==> config.mk <==
export PLATFORM = sky130hd
export DESIGN_NAME = rcpu_mem_arbiter_flat
export DESIGN_NICKNAME = d
export VERILOG_FILES = /design/src/rtl/rcpu_pkg.sv /design/src/rtl/rcpu_mem_arbiter_if.sv /design/src/rtl/rcpu_mem_arbiter.sv /design/src/flat_wrapper.sv
export SDC_FILE = /design/constraint.sdc
export NUM_CORES = 1
export LEC_CHECK = 0
export BUFFER_PORTS_ARGS = -buffer_cell sky130_fd_sc_hd__buf_4
export CORE_UTILIZATION = 31
export CTS_BUF_LIST = sky130_fd_sc_hd__clkbuf_4
export DETAILED_ROUTE_END_ITERATION = 10
export PLACE_DENSITY_LB_ADDON = 0.1
export SLEW_MARGIN = 10
export SYNTH_ARGS = -nofsm -noshare
export SYNTH_HDL_FRONTEND = slang
export SYNTH_SLANG_ARGS = --single-unit
export TNS_END_PERCENT = 30
==> constraint.sdc <==
create_clock -name clk -period 2.35 [get_ports clk]
set_input_delay 0.3525 -clock clk [delete_from_list [all_inputs] [get_ports clk]]
set_output_delay 0.3525 -clock clk [all_outputs]
set_load 0.01 [all_outputs]
==> src/rtl/rcpu_pkg.sv <==
// Shared definitions for the rcpu memory arbiter: word width,
// access owner tags and arbiter state encoding.
package rcpu_pkg;

    localparam int WORD_W = 16;

    typedef enum logic [1:0] {
        OWNER_NONE = 2'd0,
        OWNER_CPU  = 2'd1,
        OWNER_DMA  = 2'd2
    } owner_t;

    typedef enum logic {
        IDLE     = 1'b0,
        DMA_LOCK = 1'b1
    } arb_state_t;

endpackage

==> src/rtl/rcpu_mem_arbiter_if.sv <==
// Bundle of CPU, DMA and RAM-side signals around the memory arbiter.
// The arbiter takes the slave view; requesters and RAM take the master view.
interface rcpu_mem_arbiter_if;
    import rcpu_pkg::*;

    logic              c_req;
    logic              c_we;
    logic [WORD_W-1:0] c_addr;
    logic [WORD_W-1:0] c_wdata;
    logic              c_gnt;
    logic              c_rvalid;
    logic [WORD_W-1:0] c_rdata;

    logic              d_req;
    logic              d_we;
    logic [WORD_W-1:0] d_addr;
    logic [WORD_W-1:0] d_wdata;
    logic              d_lock;
    logic              d_gnt;
    logic              d_rvalid;
    logic [WORD_W-1:0] d_rdata;

    logic              mem_en;
    logic              mem_we;
    logic [WORD_W-1:0] mem_addr;
    logic [WORD_W-1:0] mem_wdata;
    logic [WORD_W-1:0] mem_rdata;

    modport slave (
        input  c_req, c_we, c_addr, c_wdata,
        output c_gnt, c_rvalid, c_rdata,
        input  d_req, d_we, d_addr, d_wdata, d_lock,
        output d_gnt, d_rvalid, d_rdata,
        output mem_en, mem_we, mem_addr, mem_wdata,
        input  mem_rdata
    );

    modport master (
        output c_req, c_we, c_addr, c_wdata,
        input  c_gnt, c_rvalid, c_rdata,
        output d_req, d_we, d_addr, d_wdata, d_lock,
        input  d_gnt, d_rvalid, d_rdata,
        input  mem_en, mem_we, mem_addr, mem_wdata,
        output mem_rdata
    );

endinterface

==> src/rtl/rcpu_mem_arbiter.sv <==
// Two-port (CPU / DMA) arbiter in front of a single-port synchronous RAM,
// with DMA starvation promotion and a bounded DMA bus lock.
module rcpu_mem_arbiter
    import rcpu_pkg::*;
#(
    parameter int MAX_WAIT = 4,
    parameter int LOCK_MAX = 16
) (
    input  logic                clk,
    input  logic                reset,
    rcpu_mem_arbiter_if.slave   bus
);

    localparam int WW = $clog2(MAX_WAIT + 1);
    localparam int LW = $clog2(LOCK_MAX + 1);

    arb_state_t    state;
    arb_state_t    state_n;
    logic [WW-1:0] wait_cnt;
    logic [WW-1:0] wait_n;
    logic [LW-1:0] lock_cnt;
    logic [LW-1:0] lock_n;
    logic          cpu_prio;
    logic          prio_n;
    owner_t        pend;
    owner_t        pend_n;
    owner_t        win;
    logic          c_win;
    logic          d_win;
    logic          win_we;

    // cpu_prio is a one-cycle token handed to the CPU after a lock timeout
    always_comb begin
        win = OWNER_NONE;
        priority case (1'b1)
            state == DMA_LOCK && bus.d_req:          win = OWNER_DMA;
            cpu_prio && bus.c_req:                   win = OWNER_CPU;
            wait_cnt == WW'(MAX_WAIT) && bus.d_req:  win = OWNER_DMA;
            bus.c_req:                               win = OWNER_CPU;
            bus.d_req:                               win = OWNER_DMA;
            default:                                 win = OWNER_NONE;
        endcase
        if (reset) begin
            win = OWNER_NONE;
        end
    end

    assign c_win  = (win == OWNER_CPU);
    assign d_win  = (win == OWNER_DMA);
    assign win_we = c_win ? bus.c_we : (d_win ? bus.d_we : 1'b0);

    always_comb begin
        state_n = state;
        lock_n  = lock_cnt;
        prio_n  = 1'b0;
        wait_n  = wait_cnt;
        pend_n  = OWNER_NONE;

        if (!bus.d_req || d_win) begin
            wait_n = '0;
        end else if (wait_cnt != WW'(MAX_WAIT)) begin
            wait_n = wait_cnt + WW'(1);
        end

        if (win != OWNER_NONE && !win_we) begin
            pend_n = win;
        end

        unique case (state)
            IDLE: begin
                if (d_win && bus.d_lock) begin
                    if (LOCK_MAX <= 1) begin
                        prio_n = 1'b1;
                    end else begin
                        state_n = DMA_LOCK;
                        lock_n  = LW'(1);
                    end
                end
            end
            DMA_LOCK: begin
                if (!bus.d_req || (d_win && !bus.d_lock)) begin
                    state_n = IDLE;
                    lock_n  = '0;
                end else if (d_win && lock_cnt == LW'(LOCK_MAX - 1)) begin
                    state_n = IDLE;
                    lock_n  = '0;
                    prio_n  = 1'b1;
                end else if (d_win) begin
                    lock_n = lock_cnt + LW'(1);
                end
            end
            default: begin
                state_n = IDLE;
                lock_n  = '0;
            end
        endcase
    end

    always_ff @(posedge clk) begin
        if (reset) begin
            state    <= IDLE;
            wait_cnt <= '0;
            lock_cnt <= '0;
            cpu_prio <= 1'b0;
            pend     <= OWNER_NONE;
        end else begin
            state    <= state_n;
            wait_cnt <= wait_n;
            lock_cnt <= lock_n;
            cpu_prio <= prio_n;
            pend     <= pend_n;
        end
    end

    assign bus.c_gnt     = c_win;
    assign bus.d_gnt     = d_win;
    assign bus.mem_en    = c_win | d_win;
    assign bus.mem_we    = win_we;
    assign bus.mem_addr  = c_win ? bus.c_addr
                         : (d_win ? bus.d_addr : '0);
    assign bus.mem_wdata = c_win ? bus.c_wdata
                         : (d_win ? bus.d_wdata : '0);

    // pend may still hold a tag during the first reset cycle
    assign bus.c_rvalid = !reset && pend == OWNER_CPU;
    assign bus.d_rvalid = !reset && pend == OWNER_DMA;
    assign bus.c_rdata  = bus.c_rvalid ? bus.mem_rdata : '0;
    assign bus.d_rdata  = bus.d_rvalid ? bus.mem_rdata : '0;

endmodule

==> src/flat_wrapper.sv <==
// flat-port wrapper written by rule: the top's interface ports become plain ports
module rcpu_mem_arbiter_flat import rcpu_pkg::*;
#(
    parameter int MAX_WAIT = 4,
    parameter int LOCK_MAX = 16
)
  (clk, reset, bus_c_req, bus_c_we, bus_c_addr, bus_c_wdata, bus_c_gnt, bus_c_rvalid, bus_c_rdata, bus_d_req, bus_d_we, bus_d_addr, bus_d_wdata, bus_d_lock, bus_d_gnt, bus_d_rvalid, bus_d_rdata, bus_mem_en, bus_mem_we, bus_mem_addr, bus_mem_wdata, bus_mem_rdata);
  rcpu_mem_arbiter_if bus_i ();
  input  logic clk;
  input  logic reset;
  input wire logic [$bits(bus_i.c_req)-1:0] bus_c_req;
  input wire logic [$bits(bus_i.c_we)-1:0] bus_c_we;
  input wire logic [$bits(bus_i.c_addr)-1:0] bus_c_addr;
  input wire logic [$bits(bus_i.c_wdata)-1:0] bus_c_wdata;
  output wire logic [$bits(bus_i.c_gnt)-1:0] bus_c_gnt;
  output wire logic [$bits(bus_i.c_rvalid)-1:0] bus_c_rvalid;
  output wire logic [$bits(bus_i.c_rdata)-1:0] bus_c_rdata;
  input wire logic [$bits(bus_i.d_req)-1:0] bus_d_req;
  input wire logic [$bits(bus_i.d_we)-1:0] bus_d_we;
  input wire logic [$bits(bus_i.d_addr)-1:0] bus_d_addr;
  input wire logic [$bits(bus_i.d_wdata)-1:0] bus_d_wdata;
  input wire logic [$bits(bus_i.d_lock)-1:0] bus_d_lock;
  output wire logic [$bits(bus_i.d_gnt)-1:0] bus_d_gnt;
  output wire logic [$bits(bus_i.d_rvalid)-1:0] bus_d_rvalid;
  output wire logic [$bits(bus_i.d_rdata)-1:0] bus_d_rdata;
  output wire logic [$bits(bus_i.mem_en)-1:0] bus_mem_en;
  output wire logic [$bits(bus_i.mem_we)-1:0] bus_mem_we;
  output wire logic [$bits(bus_i.mem_addr)-1:0] bus_mem_addr;
  output wire logic [$bits(bus_i.mem_wdata)-1:0] bus_mem_wdata;
  input wire logic [$bits(bus_i.mem_rdata)-1:0] bus_mem_rdata;
  assign bus_i.c_req = bus_c_req;
  assign bus_i.c_we = bus_c_we;
  assign bus_i.c_addr = bus_c_addr;
  assign bus_i.c_wdata = bus_c_wdata;
  assign bus_c_gnt = bus_i.c_gnt;
  assign bus_c_rvalid = bus_i.c_rvalid;
  assign bus_c_rdata = bus_i.c_rdata;
  assign bus_i.d_req = bus_d_req;
  assign bus_i.d_we = bus_d_we;
  assign bus_i.d_addr = bus_d_addr;
  assign bus_i.d_wdata = bus_d_wdata;
  assign bus_i.d_lock = bus_d_lock;
  assign bus_d_gnt = bus_i.d_gnt;
  assign bus_d_rvalid = bus_i.d_rvalid;
  assign bus_d_rdata = bus_i.d_rdata;
  assign bus_mem_en = bus_i.mem_en;
  assign bus_mem_we = bus_i.mem_we;
  assign bus_mem_addr = bus_i.mem_addr;
  assign bus_mem_wdata = bus_i.mem_wdata;
  assign bus_i.mem_rdata = bus_mem_rdata;
  rcpu_mem_arbiter #(.MAX_WAIT(MAX_WAIT), .LOCK_MAX(LOCK_MAX)) u_core (.clk(clk), .reset(reset), .bus(bus_i));
endmodule
# [After elaboration in Yosys (flattened, before gate mapping)]
# Cells that the tools add are included.
[word_totals] elab_cells=63 output_inout_bits=70 reg_bits=12 input_bits=87
[classes] bitwise_logic=3 reduce_logical=20 add_sub_neg=2 n_mux=24 eq_ne=9
[ops] operator="2-to-1 mux 16 bit" count=6
[ops] operator="2-to-1 mux 5 bit" count=4
[ops] operator="2-to-1 mux 2 bit" count=6
[ops] operator="one-hot mux 5 bit (2 select lines)" count=1
[ops] operator="logical AND 1 bit" count=9
[ops] operator="2-to-1 mux 1 bit" count=6
[ops] operator="adder 5 x 1 -> 5 bit (second input constant)" count=1
[ops] operator="== test 5 x 4 -> 1 bit (second input constant)" count=1
[ops] operator="== test 2 x 1 -> 1 bit (second input constant)" count=2
[ops] operator="== test 2 bit (second input constant)" count=2
[ops] operator="logical NOT 1 bit" count=4
[ops] operator="inequality test 4 bit (second input constant)" count=1
[ops] operator="OR reduction 2 bit" count=2
[ops] operator="adder 3 x 1 -> 3 bit (second input constant)" count=1
[ops] operator="== test 3 bit (second input constant)" count=1
[ops] operator="inequality test 3 bit (second input constant)" count=1
[ops] operator="OR reduction 3 bit" count=1
[ops] operator="logical OR 1 bit" count=2
[ops] operator="inequality test 2 x 1 -> 1 bit (second input constant)" count=1
[ops] operator="NOT 1 bit" count=2
[ops] operator="one-hot mux 1 bit (2 select lines)" count=1
[ops] operator="AND reduction 2 bit" count=1
[ops] operator="nonzero test 2 bit" count=1
[ops] operator="OR 1 bit" count=1

# [Longest topological paths before layout]
# Gate-level depths: netlist (run 1).
[depth] word_depth=13 mapped_depth=12 ltp_nobuf=11

# [Least setup slack after synthesis (run 1)]
# OpenSTA, ideal clock, no wires.
[synth_path] kind="reg2out" startpoint="reg u_core.wait_cnt[0]" endpoint="out bus_mem_addr[14]" path_buffers=2 slack_ps=-169 path_stages_with_launch=12 arrival_time_ps=2166 t_required_ps=1997 path_cell_list="dfxtp_1 -> inv_1 -> ha_1 -> nand2_1 -> o21bai_1 -> a211o_1 -> inv_1 -> ha_1 -> clkbuf_1 -> buf_1 -> nand2_1 -> o21ai_1"
[synth_between] word_cells_on_any_way=10 cone_classes="eq/ne (3); mux (6); reduce/logical (1)"
[synth_lines] item="start: declaration" line="rcpu_mem_arbiter.sv:19" rtl="logic [WW-1:0] wait_cnt;"
[synth_lines] item="start signal: assignment" line="rcpu_mem_arbiter.sv:108" rtl="wait_cnt <= wait_n;"
[synth_lines] item="== test 3 bit" line="rcpu_mem_arbiter.sv:38" rtl="wait_cnt == WW'(MAX_WAIT) && bus.d_req: win = OWNER_DMA;"
[synth_lines] item="logical AND 1 bit" line="rcpu_mem_arbiter.sv:38"
[synth_lines] item="2-to-1 mux 2 bit (3 in series)" line="rcpu_mem_arbiter.sv:35" rtl="priority case (1'b1)"
[synth_lines] item="2-to-1 mux 2 bit" line="rcpu_mem_arbiter.sv:43" rtl="if (reset) begin"
[synth_lines] item="named net u_core.win[0]" line="rcpu_mem_arbiter.sv:27" rtl="owner_t win;"
[synth_lines] item="== test 2 x 1 -> 1 bit" line="rcpu_mem_arbiter.sv:48" rtl="assign c_win = (win == OWNER_CPU);"
[synth_lines] item="named net bus_c_gnt" line="flat_wrapper.sv:15" rtl="output wire logic [$bits(bus_i.c_gnt)-1:0] bus_c_gnt;"
[synth_lines] item="2-to-1 mux 16 bit" line="rcpu_mem_arbiter.sv:119" rtl="assign bus.mem_addr = c_win ? bus.c_addr"
[synth_lines] item="end: declaration" line="flat_wrapper.sv:28" rtl="output wire logic [$bits(bus_i.mem_addr)-1:0] bus_mem_addr;"
# The timed path passes the listed nets, and every way through them passes these cells.

# [Worst setup path after layout (run 1)]
[layout_path] startpoint="reg u_core.wait_cnt[1]" endpoint="out bus_mem_addr[3]"
[layout_between] elab_chain_len=9 word_cells_on_any_way=10 cone_classes="eq/ne (3); mux (6); reduce/logical (1)"
[layout_rtl] item="== test 3 bit *" line="rcpu_mem_arbiter.sv:38"
[layout_rtl] item="logical AND 1 bit *" line="rcpu_mem_arbiter.sv:38"
[layout_rtl] item="2-to-1 mux 2 bit * (3 in series)" line="rcpu_mem_arbiter.sv:35"
[layout_rtl] item="2-to-1 mux 2 bit *" line="rcpu_mem_arbiter.sv:43"
[layout_rtl] item="named net u_core.win[0]" line="rcpu_mem_arbiter.sv:27"
[layout_rtl] item="== test 2 bit" line="rcpu_mem_arbiter.sv:49" rtl="assign d_win = (win == OWNER_DMA);"
[layout_rtl] item="2-to-1 mux 16 bit" line="rcpu_mem_arbiter.sv:120" rtl=": (d_win ? bus.d_addr : '0);"
[layout_rtl] item="2-to-1 mux 16 bit *" line="rcpu_mem_arbiter.sv:119"
# Mark *: on every way through the listed nets, which the timed path passes. The rest lies on a longest branch.

==> reports/metrics.cfg, run 1 <==
[outcome]
outcome=finished with violations
failed_checks=setup timing

[timing]
slew_headroom_pct=81.91
period_share_pct=106.2
worst_pin_slew_ps=269.2
max_freq_mhz=400.7
timing.final.ws_setup_ps=-145.4
fin_worst_skew_ps=12.18
rsz0062_at_grt=yes
holdWs_ps=381.1
min_period_ps=2495
setup_viol=38
finalHoldViolations=0
fin_setup_tns_ps=-3470
drv_slew=0

[final_layout]
antennaDiodeCount=0
num-fill-cells=303
stdcell_count=455
finalNetCount=501
stdcell_area_sq_um=3193
drive_gt1_share_pct=60.99
syn_to_final_growth_pct=135.4

[critical_path]
r2r-end=u_core.wait_cnt[0]
critPathCaptureType=primary output
start_kind=flop
crit_path_max_fanout=6
r2r_start=u_core.wait_cnt[1]
regToRegSetupSlack_ps=-80
rr_worst_depth=18
required_ps=2000
arrival_ps=2140
path_class=flop to primary output

[routing]
drtIter0Drc=111
drt-vias-per-instance=4.888
wl_per_cell_microns=14.30
vias=2224
drc=0
dr.pass1.iters=4
ant_nets=0
drt_wl_total_microns=6505

[flow_run]
max-cap-violations=0

[global_routing]
grt_pass1_vias=2060
grt_pass1_wl_microns=8970
grt_max_degree=24
antenna_found_initial=0
grt_overflow=0
track_usage_pct=25.22

[synthesis]
synthXorXnorAreaFrac_pct=0.6458
async_flop_share_pct=0
synthMuxAreaShare_pct=0
yosys.area_share.simple_pct=46.22
synth_seq_cells=12
yosys_most_used_dff=dfxtp_1
syn_avg_cell_area_sq_um=6.137
synthCells=221
ys_types=34
synth_nets=315
synthesis.area_sq_um=1356
yosysTopAreaCell=nand2_1
synth_common_cells=68 x nand2_1, 33 x and2_1, 30 x o21ai_1, 12 x dfxtp_1, 11 x clkbuf_1
synth_most_common_cell=nand2_1
synth_fa_ha_area_share_pct=6.458
synth_compound_area_share_pct=22.32
synth_warnings=0
yosysTopAreaCellShare_pct=18.82
synth_top_family_by_area=simple AND/OR/NAND/NOR gates
synth_edf_count=0
yosys-top-cells-area=nand2_1 19%, dfxtp_1 18%, and2_1 15%
synth_seq_area_share_pct=17.71

[die]
num_io_pins=157
die_x_microns=68.15
rows=23
die_area_sq_um=4644
die_h_microns=68.15
core-area_sq_um=4086
initial_core_util_pct=33.19

[place]
io_buffers=156
placed_cell_area_sq_um=2658
place_ws_ps=-85.21
placed_cells=427
dpl.hpwl_microns=4159
routabilityCongestion=0.8491

[cts]
clockBufferDepth=2
clkLatencyLatePin_ps=280
cts.clk_slew.worst_paths_ps=90
cts_tree=done
root_buffer=clkbuf_4
cts_buffers=3
htreeDepth=1
cts_num_sinks=12

[hold_path]
hp-class=input port to flop
min_to=u_core.lock_cnt[4]
min_from=reset
hold_path_depth=2

[power]
p_int_mw=0.5014
switching_power_mw=0.2398
comb_power_share_pct=54.0
power_frac_seq_pct=28.2
ir_drop_mv=0.1331
leakagePower_nw=1.579
p_clk_share_pct=17.7
p_per_area_nw_per_um2=232.1
swShare_pct=32.35

## flip-flops by register name, summed over array words and instances (netlist names)
register	flops
u_core.cpu_prio	1
u_core.lock_cnt	5
u_core.pend	2
u_core.state	1
u_core.wait_cnt	3
## metrics by stage
stage               power (mW)  utilization, %
finish                  0.7412           78.14
global route            0.7810           78.14
CTS                     0.7061           74.19
detailed placement      0.5244           65.03
global placement        0.5199           65.03
floorplan               0.3267               -
## layer usage
metal	part of all wire (%)	track usage, %	vias to the layer above
met5	0	0	-
met4	2.5	11.20	0
met3	8.2	4.833	14
met2	54	49.26	109
met1	35	25.25	993
li1	-	-	1108
## what timing repair did
action | CTS | global route
buffers inserted | 19 | 4
setup endpoints to repair | 36 | 46
hold buffers | 0 | 0
pin swaps | 8 | 9
gates cloned | 2 | 1
resized for setup | 35 | 35
## critical path, cell delays in order, from the launching register on
cell       delay, ps
dfxtp_2          330
inv_2             40
ha_4             160
nand2_4           70
o21bai_4          70
a211o_1          370
inv_2             90
ha_4             210
buf_12           140
clkbuf_16        150
nand2_2           40
o21ai_1           60
buf_4            130
## cell type report
type	instances	area [sq um]	area share [%]
clock buffers	3	22.52	0.7053
repair buffers	196	1600	50.12
inverters	8	30.03	0.9404
well taps	50	62.56	1.959
flip-flops and latches	12	242.7	7.602
multi-input cells	186	1235	38.68
## how the worst max path moves through the flow
stage | start | endpoint | slack [ps] | cells after the start
after global routing | u_core.wait_cnt[0] | bus_mem_wdata[2] | -260 | 12
after floorplan | u_core.wait_cnt[0] | u_core.lock_cnt[3] | -60 | 11
after detailed placement | u_core.wait_cnt[0] | u_core.lock_cnt[3] | -90 | 11
final | u_core.wait_cnt[1] | bus_mem_addr[3] | -150 | 12
after global placement | u_core.wait_cnt[0] | u_core.lock_cnt[3] | -10 | 11
after CTS | u_core.wait_cnt[0] | bus_mem_wdata[4] | -90 | 11
## cell usage in the layout (no fill, tap or decap), types with 5 or more instances in the layout
cell type,instances
and2_1,33
buf_4,180
buf_6,9
dfxtp_1,10
inv_2,5
nand2_1,48
nand2_2,16
nand3_1,6
o21ai_1,25
## logic make-up after synthesis
kind of cell / count (synthesis)
simple gates: 129
compound gates: 49
buf+inv: 23
flops: 12
fa+ha+maj: 7
xor+xnor: 1
## power by group through the flow
stage / logic (mW) / registers [mW] / clock network, mW
finish: 0.401 / 0.209 / 0.131
global route: 0.426 / 0.210 / 0.145
CTS: 0.366 / 0.209 / 0.131
detailed placement: 0.311 / 0.213 / 0
global placement: 0.307 / 0.213 / 0
floorplan: 0.113 / 0.214 / 0
(Power assumes the default switching activity.)
==> run 2, diff against run 1 <==
==> constraint.sdc (replaced) <==
create_clock -name clk -period 2.35 [get_ports clk]
set_input_delay 0.3525 -clock clk [delete_from_list [all_inputs] [get_ports clk]]
set_output_delay 0.3525 -clock clk [all_outputs]
set_load 0.05 [all_outputs]
==> run 2 against run 1 <==
  * The run still ends with setup timing left
  * Critical path depth is 1 lower
  * Sequential power hardly changed
  * Via count is 30% higher
  * Fmax is 8.3% lower
  * Clock power is 9% higher
  * Die area stayed put
  * Utilization is 18 points higher
  * Largest cell class unchanged
==> reports/metrics.cfg, run 2 (synthesis gave the netlist of run 1 again) <==
[routing]
route.met3.wl_microns=1806
top_layer_used=met4
wl_met1_microns=4206
dr.pass1.iters=5
drtIter0Drc=412
drt-vias-per-instance=6.362
ant_nets=0
drt_wl_total_microns=13250
vias=2901
wl_met2_microns=6115
wl_per_cell_microns=29.05
drc=0

[place]
dpl.hpwl_microns=4911
io_buffers=156
routabilityCongestion=0.8660
place_ws_ps=-51.21

[hold_path]
hp-class=input port to flop
min_from=reset

[power]
power.total_mw=1.100
p_per_area_nw_per_um2=280.9
leakagePower_nw=1.829
ir_drop_mv=0.4353

[cts]
clkLatencyLatePin_ps=280
htreeDepth=1
cts.clk_slew.worst_paths_ps=90
cts_buffers=3
cts_num_sinks=12
clockBufferDepth=2
cts_tree=done
hold_buffers=0
root_buffer=clkbuf_4

[final_layout]
reg_top3=u_core.lock_cnt (5), u_core.wait_cnt (3), u_core.pend (2)
finalNetCount=501
post-route-util_pct=95.87
largest_reg_flops=5
top_register=u_core.lock_cnt
multi_input_area_sq_um=1703
num-fill-cells=83
antennaDiodeCount=0
most-common-layout-cells=142 x buf_4, 33 x and2_1, 32 x nand2_2
drive_gt1_share_pct=74.63
syn_to_final_growth_pct=188.8
layout_commonest_cell=buf_4
register_area_sq_um=242.7

[timing]
min_period_ps=2721
finalHoldViolations=0
slew_headroom_pct=76.66
rsz0062_at_grt=yes
worst_pin_slew_ps=349.4
timing.final.ws_setup_ps=-370.6
drv_slew=0
period_share_pct=115.8
fin_worst_skew_ps=11.70
max_freq_mhz=367.6
setup_viol=44

[die]
num_io_pins=157
core-area_sq_um=4086
die_h_microns=68.15
die_x_microns=68.15
initial_core_util_pct=33.19
die_area_sq_um=4644
rows=23

[critical_path]
r2r-end=u_core.lock_cnt[3]
startpoint=u_core.wait_cnt[1]
crit_end=bus_mem_wdata[3]
arrival_ps=2370
start_kind=flop
rr_worst_depth=13
r2r_start=u_core.wait_cnt[0]
crit_path_max_fanout=7
regToRegSetupSlack_ps=-200
required_ps=2000
path_class=flop to primary output
critPathCaptureType=primary output

[global_routing]
track_usage_pct=36.81
grt_overflow=0
grt_pass1_vias=2386
grt_max_degree=18
antenna_found_initial=0
grt_pass1_wl_microns=12570

[flow_run]
max-cap-violations=0

[outcome]
failed_checks=setup timing
outcome=finished with violations

run 2: layer usage:
metal | GRT usage (%) | up-vias
li1 | - | 1109
met1 | 38.99 | 1325
met2 | 69.61 | 349
met3 | 7.167 | 118
met4 | 15.36 | 0
met5 | 0 | -
run 2: power by group:
part	total, mW	leakage, nW	internal [mW]	switching (mW)
combinational	0.747	1.72	0.324	0.423
clock	0.143	0.0154	0.0616	0.0810
sequential	0.211	0.0979	0.207	0.00348
run 2: worst min path at each step:
| stage | to | slack [ps] | cells after the start |
|---|---|---|---|
| 2_1_floorplan | u_core.lock_cnt[1] | 450 | 2 |
| 3_3_place_gp | u_core.lock_cnt[1] | 470 | 2 |
| 3_5_place_dp | u_core.lock_cnt[1] | 490 | 2 |
| 4_1_cts | u_core.lock_cnt[1] | 350 | 2 |
| 5_1_grt | u_core.lock_cnt[4] | 370 | 2 |
| 6_report | u_core.lock_cnt[4] | 390 | 2 |
run 2: final cells by class:
type,count,share of cell area [%]
Timing Repair Buffer,196,47.24
Multi-Input combinational cell,186,43.47
Sequential cell,12,6.196
Tap cell,50,1.597
Inverter,8,0.8304
Clock buffer,3,0.5749
Clock inverter,1,0.09582
run 2: timing repair:
| action | CTS | global route |
|---|---|---|
| resized for setup | 86 | 66 |
| buffers inserted | 12 | 3 |
| endpoints found under the setup margin | 35 | 43 |
| pin swaps | 8 | 37 |
| gates cloned | 3 | 3 |
run 2: worst max-delay path, cell delays in order, from the launching register on:
cell	delay [ps]
dfxtp_2	330
inv_2	80
ha_4	160
nand2_4	50
o21bai_4	170
or2_4	160
and3_4	210
ha_4	260
buf_8	190
nand2_2	100
o21ai_4	190
buf_6	180
run 2: metrics by stage:
stage / instances / hold slack (ps) / instance area, sq um / setup TNS (ps)
floorplan: 221 / 449.2 / 1821 / -415.5
global placement: 433 / 469.1 / 3117 / 0
detailed placement: 433 / 486.4 / 3117 / -765.3
CTS: 452 / 348.1 / 3626 / -4083
global route: 456 / 374.8 / 3918 / -13280
finish: 456 / 386.3 / 3918 / -11030
